$ cat config.mk
export PLATFORM = sky130hd
export DESIGN_NAME = first_cnn_maxpool_flat
export DESIGN_NICKNAME = d
export VERILOG_FILES = /design/src/rtl/first_cnn_pkg.sv /design/src/rtl/first_cnn_maxpool_if.sv /design/src/rtl/first_cnn_pool_linebuf.sv /design/src/rtl/first_cnn_maxpool.sv /design/src/flat_wrapper.sv
export SDC_FILE = /design/constraint.sdc
export NUM_CORES = 1
export LEC_CHECK = 0
export CAP_MARGIN = 20
export CORE_UTILIZATION = 54
export DETAILED_ROUTE_END_ITERATION = 10
export GPL_TIMING_DRIVEN = 0
export PLACE_DENSITY = 0.78
export RECOVER_POWER = 50
export SYNTH_ARGS = -nofsm -noshare
export SYNTH_HDL_FRONTEND = slang
export SYNTH_SLANG_ARGS = --single-unit
export TNS_END_PERCENT = 30
$ cat constraint.sdc
create_clock -name clk -period 4 [get_ports clk]
set_clock_uncertainty 0.15 [all_clocks]
set_input_delay 0.6 -clock clk [delete_from_list [all_inputs] [get_ports clk]]
set_output_delay 0.6 -clock clk [all_outputs]
set_load 0.05 [all_outputs]
$ cat src/rtl/first_cnn_pkg.sv
// Shared types and sizing for the first CNN stage (conv -> maxpool -> flatten).
// Latency: n/a (package only).
// Backpressure: n/a (package only).
package first_cnn_pkg;

    localparam int CONV_W = 32;
    localparam int CONV_H = 32;
    localparam int POOL_W = CONV_W / 2;
    localparam int DATA_W = 8;

    typedef logic signed [DATA_W-1:0] pix_t;

    // Signed maximum; ties return b, which is value-identical to a.
    function automatic pix_t smax(pix_t a, pix_t b);
        return (a > b) ? a : b;
    endfunction

endpackage

$ cat src/rtl/first_cnn_maxpool_if.sv
// Pixel stream bundle between the conv stage, the pooling stage and its consumer.
// Latency: n/a (wiring only).
// Backpressure: none; the stream is strobe-qualified and cannot be stalled.
//   slave : Frame_Start, Din_Valid, Din in; Dout_Valid, Dout, Frame_Done out (pooling block)
//   master: mirror of slave (conv stage / test driver side)
interface first_cnn_maxpool_if #(
    parameter int DW = 8
);
    logic                 Frame_Start;
    logic                 Din_Valid;
    logic signed [DW-1:0] Din;
    logic                 Dout_Valid;
    logic signed [DW-1:0] Dout;
    logic                 Frame_Done;

    modport master (
        output Frame_Start, Din_Valid, Din,
        input  Dout_Valid, Dout, Frame_Done
    );

    modport slave (
        input  Frame_Start, Din_Valid, Din,
        output Dout_Valid, Dout, Frame_Done
    );
endinterface

$ cat src/rtl/first_cnn_pool_linebuf.sv
// One-row buffer of horizontal pair maxima (IMG_W/2 entries), written on even rows, read on odd rows.
// Latency: write lands at the next rising edge; read is combinational.
// Backpressure: none; storage is never reset since every entry is written before it is read.
//   clk, wr_en, wr_addr, wr_dat : single write port
//   rd_addr, rd_dat             : single combinational read port
module first_cnn_pool_linebuf #(
    parameter int DEPTH = 16,
    parameter int DW    = 8,
    parameter int AW    = (DEPTH > 1) ? $clog2(DEPTH) : 1
) (
    input  logic                 clk,
    input  logic                 wr_en,
    input  logic [AW-1:0]        wr_addr,
    input  logic signed [DW-1:0] wr_dat,
    input  logic [AW-1:0]        rd_addr,
    output logic signed [DW-1:0] rd_dat
);

    logic signed [DW-1:0] mem [DEPTH];

    always_ff @(posedge clk) begin
        if (wr_en) begin
            mem[wr_addr] <= wr_dat;
        end
    end

    assign rd_dat = mem[rd_addr];

endmodule

$ cat src/rtl/first_cnn_maxpool.sv
// Optional ReLU then 2x2 stride-2 max pooling of a raster conv map (IMG_W x IMG_H -> IMG_W/2 x IMG_H/2).
// Latency: Dout/Dout_Valid registered 1 cycle after the accepted (odd row, odd col) pixel.
// Backpressure: none; Din_Valid gaps freeze all state, output is a strobe the consumer must take.
//   clk, rst : single rising-edge clock, synchronous active-high reset
//   bus      : slave side of first_cnn_maxpool_if (Frame_Start/Din_Valid/Din in, Dout_Valid/Dout/Frame_Done out)
// DW must equal DATA_W because the compare helper works on pix_t.
module first_cnn_maxpool
    import first_cnn_pkg::*;
#(
    parameter int IMG_W   = CONV_W,
    parameter int IMG_H   = CONV_H,
    parameter int DW      = DATA_W,
    parameter int RELU_EN = 1
) (
    input logic               clk,
    input logic               rst,
    first_cnn_maxpool_if.slave bus
);

    localparam int CW       = (IMG_W > 1) ? $clog2(IMG_W) : 1;
    localparam int RW       = (IMG_H > 1) ? $clog2(IMG_H) : 1;
    localparam int LB_DEPTH = IMG_W / 2;
    localparam int AW       = (LB_DEPTH > 1) ? $clog2(LB_DEPTH) : 1;

    logic [CW-1:0]        col_q, col_d, col_cur;
    logic [RW-1:0]        row_q, row_d, row_cur;
    logic signed [DW-1:0] h_reg_q, h_reg_d;
    logic signed [DW-1:0] dout_q, dout_d;
    logic                 dout_vld_q, dout_vld_d;
    logic                 frame_done_q, frame_done_d;

    logic signed [DW-1:0] x;
    logic                 lb_wr_en;
    logic [AW-1:0]        lb_addr;
    logic signed [DW-1:0] lb_wr_dat;
    logic signed [DW-1:0] lb_rd_dat;

    first_cnn_pool_linebuf #(
        .DEPTH (LB_DEPTH),
        .DW    (DW),
        .AW    (AW)
    ) u_linebuf (
        .clk     (clk),
        .wr_en   (lb_wr_en),
        .wr_addr (lb_addr),
        .wr_dat  (lb_wr_dat),
        .rd_addr (lb_addr),
        .rd_dat  (lb_rd_dat)
    );

    always_comb begin
        // Frame_Start overrides the position for this cycle, so a pixel
        // arriving with it is treated as (0,0).
        col_cur = bus.Frame_Start ? '0 : col_q;
        row_cur = bus.Frame_Start ? '0 : row_q;

        // Sign bit test keeps the clamp a pure DW-bit signed decision.
        x = ((RELU_EN != 0) && bus.Din[DW-1]) ? '0 : bus.Din;

        lb_addr   = AW'(col_cur >> 1);
        lb_wr_dat = smax(h_reg_q, x);
        lb_wr_en  = 1'b0;

        col_d        = col_cur;
        row_d        = row_cur;
        h_reg_d      = h_reg_q;
        dout_d       = '0;
        dout_vld_d   = 1'b0;
        frame_done_d = 1'b0;

        if (bus.Din_Valid) begin
            if (col_cur == CW'(IMG_W - 1)) begin
                col_d = '0;
                row_d = (row_cur == RW'(IMG_H - 1)) ? '0 : row_cur + 1'b1;
            end else begin
                col_d = col_cur + 1'b1;
            end

            case ({row_cur[0], col_cur[0]})
                // even row: reduce each horizontal pair and park it in the line buffer
                2'b00: h_reg_d  = x;
                2'b01: lb_wr_en = 1'b1;
                // odd row: fold the parked pair max with the two new pixels
                2'b10: h_reg_d  = smax(lb_rd_dat, x);
                default: begin
                    dout_d       = smax(h_reg_q, x);
                    dout_vld_d   = 1'b1;
                    frame_done_d = (row_cur == RW'(IMG_H - 1)) &&
                                   (col_cur == CW'(IMG_W - 1));
                end
            endcase
        end
    end

    always_ff @(posedge clk) begin
        if (rst) begin
            col_q        <= '0;
            row_q        <= '0;
            h_reg_q      <= '0;
            dout_q       <= '0;
            dout_vld_q   <= 1'b0;
            frame_done_q <= 1'b0;
        end else begin
            col_q        <= col_d;
            row_q        <= row_d;
            h_reg_q      <= h_reg_d;
            dout_q       <= dout_d;
            dout_vld_q   <= dout_vld_d;
            frame_done_q <= frame_done_d;
        end
    end

    assign bus.Dout       = dout_q;
    assign bus.Dout_Valid = dout_vld_q;
    assign bus.Frame_Done = frame_done_q;

endmodule

$ cat src/flat_wrapper.sv
// flat-port wrapper written by rule: the top's interface ports become plain ports
module first_cnn_maxpool_flat import first_cnn_pkg::*;
#(
    parameter int IMG_W   = CONV_W,
    parameter int IMG_H   = CONV_H,
    parameter int DW      = DATA_W,
    parameter int RELU_EN = 1
)
  (clk, rst, bus_Frame_Start, bus_Din_Valid, bus_Din, bus_Dout_Valid, bus_Dout, bus_Frame_Done);
  first_cnn_maxpool_if #(.DW(DW)) bus_i ();
  input logic clk;
  input logic rst;
  input wire logic [$bits(bus_i.Frame_Start)-1:0] bus_Frame_Start;
  input wire logic [$bits(bus_i.Din_Valid)-1:0] bus_Din_Valid;
  input wire logic [$bits(bus_i.Din)-1:0] bus_Din;
  output wire logic [$bits(bus_i.Dout_Valid)-1:0] bus_Dout_Valid;
  output wire logic [$bits(bus_i.Dout)-1:0] bus_Dout;
  output wire logic [$bits(bus_i.Frame_Done)-1:0] bus_Frame_Done;
  assign bus_i.Frame_Start = bus_Frame_Start;
  assign bus_i.Din_Valid = bus_Din_Valid;
  assign bus_i.Din = bus_Din;
  assign bus_Dout_Valid = bus_i.Dout_Valid;
  assign bus_Dout = bus_i.Dout;
  assign bus_Frame_Done = bus_i.Frame_Done;
  first_cnn_maxpool #(.IMG_W(IMG_W), .IMG_H(IMG_H), .DW(DW), .RELU_EN(RELU_EN)) u_core (.clk(clk), .rst(rst), .bus(bus_i));
endmodule
Word-level counts from Yosys, hierarchy flattened

Memory sizes are Yosys's and may differ from the RTL's.
Index checks and enable logic that the tools add are counted.

Memories kept: 1
Bits in latches: 0
Word-level logic and storage cells: 39
Input port bits: 12
Output and inout port bits: 10
Memory bits (writable): 128
Memory bits (read-only): 0
Register bits after elaboration: 28

Memory list:

| name                 | words | width | rd ports | clocked after Yosys merged registers in | write ports | line                         | text |
|---|---|---|---|---|---|---|---|
| u_core.u_linebuf.mem | 16    | 8     | 1        | 0                                       | 1           | first_cnn_pool_linebuf.sv:19 | `logic signed [DW-1:0] mem [DEPTH];` |

Equal/unequal tests: 4
Add/sub/neg operators: 2
Div/mod/pow operators: 0
Shift-type cells: 0
$mul: 0
Order comparisons: 2
Multiplexer cells: 16
Reduce and logical (&&, ||, !) cells: 7
Bitwise logic cells: 1

Operator list:

| kind                                           | count |
|---|---|
| two-way mux 5 bit                              | 7 |
| > comparator 8 bit                             | 2 |
| two-way mux 8 bit                              | 2 |
| case mux 8 bit (2 select lines)                | 1 |
| adder 5 x 1 -> 5 bit (second input constant)   | 2 |
| == test 5 bit (second input constant)          | 2 |
| two-way mux 7 bit                              | 1 |
| two-way mux 1 bit                              | 5 |
| OR reduction 5 bit                             | 1 |
| OR reduction 3 bit                             | 1 |
| == test 2 x 1 -> 1 bit (second input constant) | 1 |
| == test 2 bit (second input constant)          | 1 |
| logical NOT 2 bit                              | 1 |
| AND reduction 2 bit                            | 1 |
| nonzero test 2 bit                             | 1 |
| OR reduction 2 bit                             | 1 |
| logical AND 1 bit                              | 1 |
| NOT 1 bit                                      | 1 |

Logic depth before layout (Yosys ltp)

Depth after elaboration: 6
Gate-level depth with buffers: 16

Modules after synthesis

From an unflattened synthesis, not the netlist that was laid out.

Cells, all modules: 418
Area total of the unflattened synthesis: 6,673.9 um^2

Modules (own cells, without submodules):

| module                 | area an instance (um^2) | instances | cells each |
|---|---|---|---|
| first_cnn_pool_linebuf | 4,987.3                 | 1         | 221 |
| first_cnn_maxpool      | 1,686.6                 | 1         | 197 |

Least setup slack after synthesis

No wires, ideal clock.

Path type: input to register
From: input port bus_Frame_Start
To: register u_core.h_reg_q[0]
Path buffers: 2
Stages: 12
Data required time: 3.733 ns
Setup time: 0.117 ns
Data arrival time: 3.385 ns
Path slack: 0.349 ns
Path through: buf_2 o21ba_2 clkbuf_1 a21oi_1 nor4_1 ha_1 and3_1 and3_1 a311o_1 a211oi_4 mux2i_1 a22o_1

Longest elaborated chain between the ends: 5
Elaborated cells between the ends (all ways): 10
Classes of those cells: 1 x order compare; 1 x eq/ne; 4 x mux; 3 x reduce/logical; 1 x memory

Ends and longest elaborated chain:

| what                            | line                     | text |
|---|---|---|
| from (decl)                     | flat_wrapper.sv:13       | `input wire logic [$bits(bus_i.Frame_Start)-1:0] bus_Frame_Start;` |
| two-way mux 5 bit               | first_cnn_maxpool.sv:54  | `col_cur = bus.Frame_Start ? '0 : col_q;` |
| memory read (16 x 8 bit)        | -                        |  |
| > comparator 8 bit              | first_cnn_pkg.sv:15      | `return (a > b) ? a : b;` |
| two-way mux 8 bit               | first_cnn_pkg.sv:15      |  |
| case mux 8 bit (2 select lines) | first_cnn_maxpool.sv:79  | `case ({row_cur[0], col_cur[0]})` |
| to (signal assigned)            | first_cnn_maxpool.sv:106 | `h_reg_q <= h_reg_d;` |
| to (decl)                       | first_cnn_maxpool.sv:27  | `logic signed [DW-1:0] h_reg_q, h_reg_d;` |

Several ways; a longest one is shown, not always the timed one.
A chain may end at the register's enable or synchronous reset.

Worst setup path after layout

From: register u_core.col_q[1]
To: register u_core.h_reg_q[4]

Longest elaborated chain between the ends: 5

Ends and longest elaborated chain:

| what                                | line                     | text |
|---|---|---|
| from (decl)                         | first_cnn_maxpool.sv:25  | `logic [CW-1:0] col_q, col_d, col_cur;` |
| from (signal assigned)              | first_cnn_maxpool.sv:104 | `col_q <= col_d;` |
| two-way mux 5 bit (*)               | first_cnn_maxpool.sv:54  |  |
| memory read (16 x 8 bit) (*)        | -                        |  |
| > comparator 8 bit                  | first_cnn_pkg.sv:15      |  |
| two-way mux 8 bit (*)               | first_cnn_pkg.sv:15      |  |
| case mux 8 bit (2 select lines) (*) | first_cnn_maxpool.sv:79  |  |

Mark *: on every way between the ends. The rest lies on a longest branch, timed or not.

==> impl_metrics.env <==
export IMPL_numPortBuffers=21
export IMPL_drv_cap=0
export IMPL_worstHoldPathType="flop to flop"
export IMPL_clk_latency_ns=0.43
export IMPL_finalPower_mw=3.55
export IMPL_cts_buffers_inserted=17
export IMPL_hpwl_microns=11100
export IMPL_synth_top_cells_by_count="edfxtp_1, dfxtp_1, mux2i_1, nor2_1, nand2_1"
export IMPL_dieHeight_microns=114
export IMPL_dpl_cell_area_sq_um=7330
export IMPL_grt_overflow=0
export IMPL_synth_area_top_cells="edfxtp_1, dfxtp_1, mux2i_1, ha_1, mux4_2"
export IMPL_slew_headroom=0.431
export IMPL_synth_seq_area_share=0.650
export IMPL_dieWidth_microns=114
export IMPL_hold_start="u_core.h_reg_q[7]$_SDFFE_PP0P_"
export IMPL_synth_async_sr_flop_share=0
export IMPL_rows=40
export IMPL_crit_family="compound AO/OA/AOI/OAI gates"
export IMPL_htreeDepth=4
export IMPL_path_cells="buf_12 -> buf_12 -> mux4_2 -> o22a_1 -> nor2_1 -> nor4_2 -> ha_1 -> and3_1 -> and3_1 -> a311o_1 -> a211oi_4 -> buf_4 -> mux2i_1 -> o21ai_1"
export IMPL_ys_warn_count=0
export IMPL_worstPathArrival_ns=4.05
export IMPL_synth_edf_count=128
export IMPL_syn_avg_cell_area_sq_um=14.2
export IMPL_grt_pass1_wl_microns=25200
export IMPL_worstSetupStartpointType="flop"
export IMPL_vias_per_cell=5.99
export IMPL_worstSetupPathType="flop to flop"
export IMPL_start_util=0.560
export IMPL_synth_top_cell_area_share=0.567
export IMPL_vias=4404
export IMPL_firstDrtPassIters=6
export IMPL_status="finished clean"
export IMPL_netlist_instances=478
export IMPL_synthesis_area_sq_um=6780
export IMPL_cts_root_buffer="clkbuf_16"
export IMPL_wl_microns=16400
export IMPL_ys_flop_type="edfxtp_1"
export IMPL_critPathBufInv=3
export IMPL_grt_max_degree=18
export IMPL_syn_to_final_growth_pct=18.7
export IMPL_worstSetupStartpoint="u_core.col_q[1]$_SDFF_PP0_"
export IMPL_cp_slowest_cell="mux4_2"
export IMPL_r2r_start="u_core.col_q[1]$_SDFF_PP0_"
export IMPL_timing_hold_violations_final=0
export IMPL_synth_distinct_cells=68
export IMPL_route_detailed_drc=0
export IMPL_cts_tree="yes"
export IMPL_crit_path_max_fanout=19
export IMPL_track_usage=0.276
export IMPL_antenna_left=0
export IMPL_drive_gt1_frac=0.148
export IMPL_maxClockFrequency_mhz=257
export IMPL_antenna_found_initial=0
export IMPL_peakVddDrop_mv=0.571
export IMPL_ys_ff_latch=156
export IMPL_pin_count=22
export IMPL_finalCritPeriodShare=0.971
export IMPL_path_clk_slew_ns=0.06
export IMPL_min_period_ns=3.89
export IMPL_core_area_sq_um=12100
export IMPL_required_ns=4.16
export IMPL_antenna_cells=0
export IMPL_slowest_delay_ns=0.52
export IMPL_synth_most_common_cell="edfxtp_1"
export IMPL_cts_path_max_buffers=2
export IMPL_cp_end_kind="flop"
export IMPL_dr_first_iter_drc_count=377
export IMPL_nNetsFinal=584
export IMPL_yosysTopAreaCell="edfxtp_1"
export IMPL_grt_pass1_vias=4516
export IMPL_slew_violations=0
export IMPL_fillers=897
export IMPL_gp_congestion=0.910
export IMPL_wl_per_cell_microns=22.4
export IMPL_p_leak_nw=2.79
export IMPL_die_area_sq_um=13000
export IMPL_powerDensity_nw_per_um2=441
export IMPL_setup_viol=0
export IMPL_cts_sinks=156
export IMPL_worst_pin_slew_ns=0.829
export IMPL_final_area_sq_um=8040
[cells by family after synthesis]
| family | share of synthesized area |
|---|---|
| adders and majority gates | 0.0332 |
| other | 0.000553 |
| DFF | 0.650 |
| muxes | 0.0881 |
| xor gates and xnor gates | 0.00388 |
| buffers and inverters | 0.0266 |
| and+or+nand+nor | 0.110 |
| AOI/OAI and AO/OA | 0.0873 |
[sequential cells by signal, summed over array words and instances (netlist names)]
signal and flops:
u_core.row_q 5, u_core.bus.Dout_Valid 1, u_core.bus.Dout 8, u_core.h_reg_q 8, u_core.u_linebuf.mem 128, u_core.bus.Frame_Done 1, u_core.col_q 5
[final timing paths]
check / end / slack, ns / cells after the start
setup / recovery: u_core.h_reg_q[4]$_SDFFE_PP0P_ / 0.11 / 14
hold / removal: u_core.h_reg_q[7]$_SDFFE_PP0P_ / 0.32 / 1
setup reg to reg: u_core.h_reg_q[4]$_SDFFE_PP0P_ / 0.11 / 14
hold reg to reg: u_core.h_reg_q[7]$_SDFFE_PP0P_ / 0.32 / 1
[cell usage in the layout, fill, tap and decap left out, drive strengths merged, types with 8 or more instances in the layout]
cell	count
mux2i	27
o21ai	10
nor3	18
dlygate4sd3	11
nand2	20
inv	19
nor2	22
mux4	9
dfxtp	28
clkdlybuf4s50	9
a21oi	18
buf	19
conb	17
and2	9
nand2b	14
edfxtp	128
nor2b	16
mux2	10
ha	18
clkbuf	44
nand3	8
[repair_timing]
item,4_1_cts,5_1_grt
hold buffers,0,0
gates resized for setup,15,18
endpoints found under the setup margin,7,7
pin swaps,2,3
buffers inserted,7,1
gates cloned,1,0
[through the flow]
step	hold slack [ns]	setup WS (ns)	setup TNS [ns]	cells	util
after floorplan	0.281	0.349	0	494	-
after global placement	0.296	-1.06	-15.55	683	0.599
after detailed placement	0.306	-1.14	-10.07	695	0.605
after CTS	0.325	0.000426	0	734	0.663
after global routing	0.347	-0.00223	-0.00301	735	0.664
final	0.317	0.115	0	735	0.664
[area by class of cell]
class / instances / area (sq um) / area share
Inverter: 17 / 63.8 / 0.00793
Clock buffer: 20 / 437 / 0.0543
Multi-Input combinational cell: 299 / 2310 / 0.288
Tap cell: 168 / 210 / 0.0261
Buffer: 21 / 151 / 0.0188
Clock inverter: 12 / 145 / 0.0180
Sequential cell: 156 / 4410 / 0.548
Timing Repair Buffer: 42 / 317 / 0.0394
[power by group]
group          total, mW  internal [mW]  leakage (nW)  switching, mW
Sequential          1.78           1.78          1.40        0.00365
Combinational      0.178         0.0622          1.10          0.116
Clock               1.59          0.976         0.281          0.614
[layer usage]
layer / share of wire / track usage
met1: 0.38 / 0.330
met2: 0.49 / 0.445
met3: 0.084 / 0.0903
met4: 0.043 / 0.148
met5: 0 / 0
[worst register-to-register path, cell delays in order, from the launching register on]
cell and delay, ns:
dfxtp_2 0.36, buf_12 0.16, buf_12 0.20, mux4_2 0.53
o22a_1 0.24, nor2_1 0.16, nor4_2 0.09, ha_1 0.33
and3_1 0.21, and3_1 0.23, a311o_1 0.42, a211oi_4 0.19
buf_4 0.18, mux2i_1 0.24, o21ai_1 0.08
(Power assumes the default switching activity.)
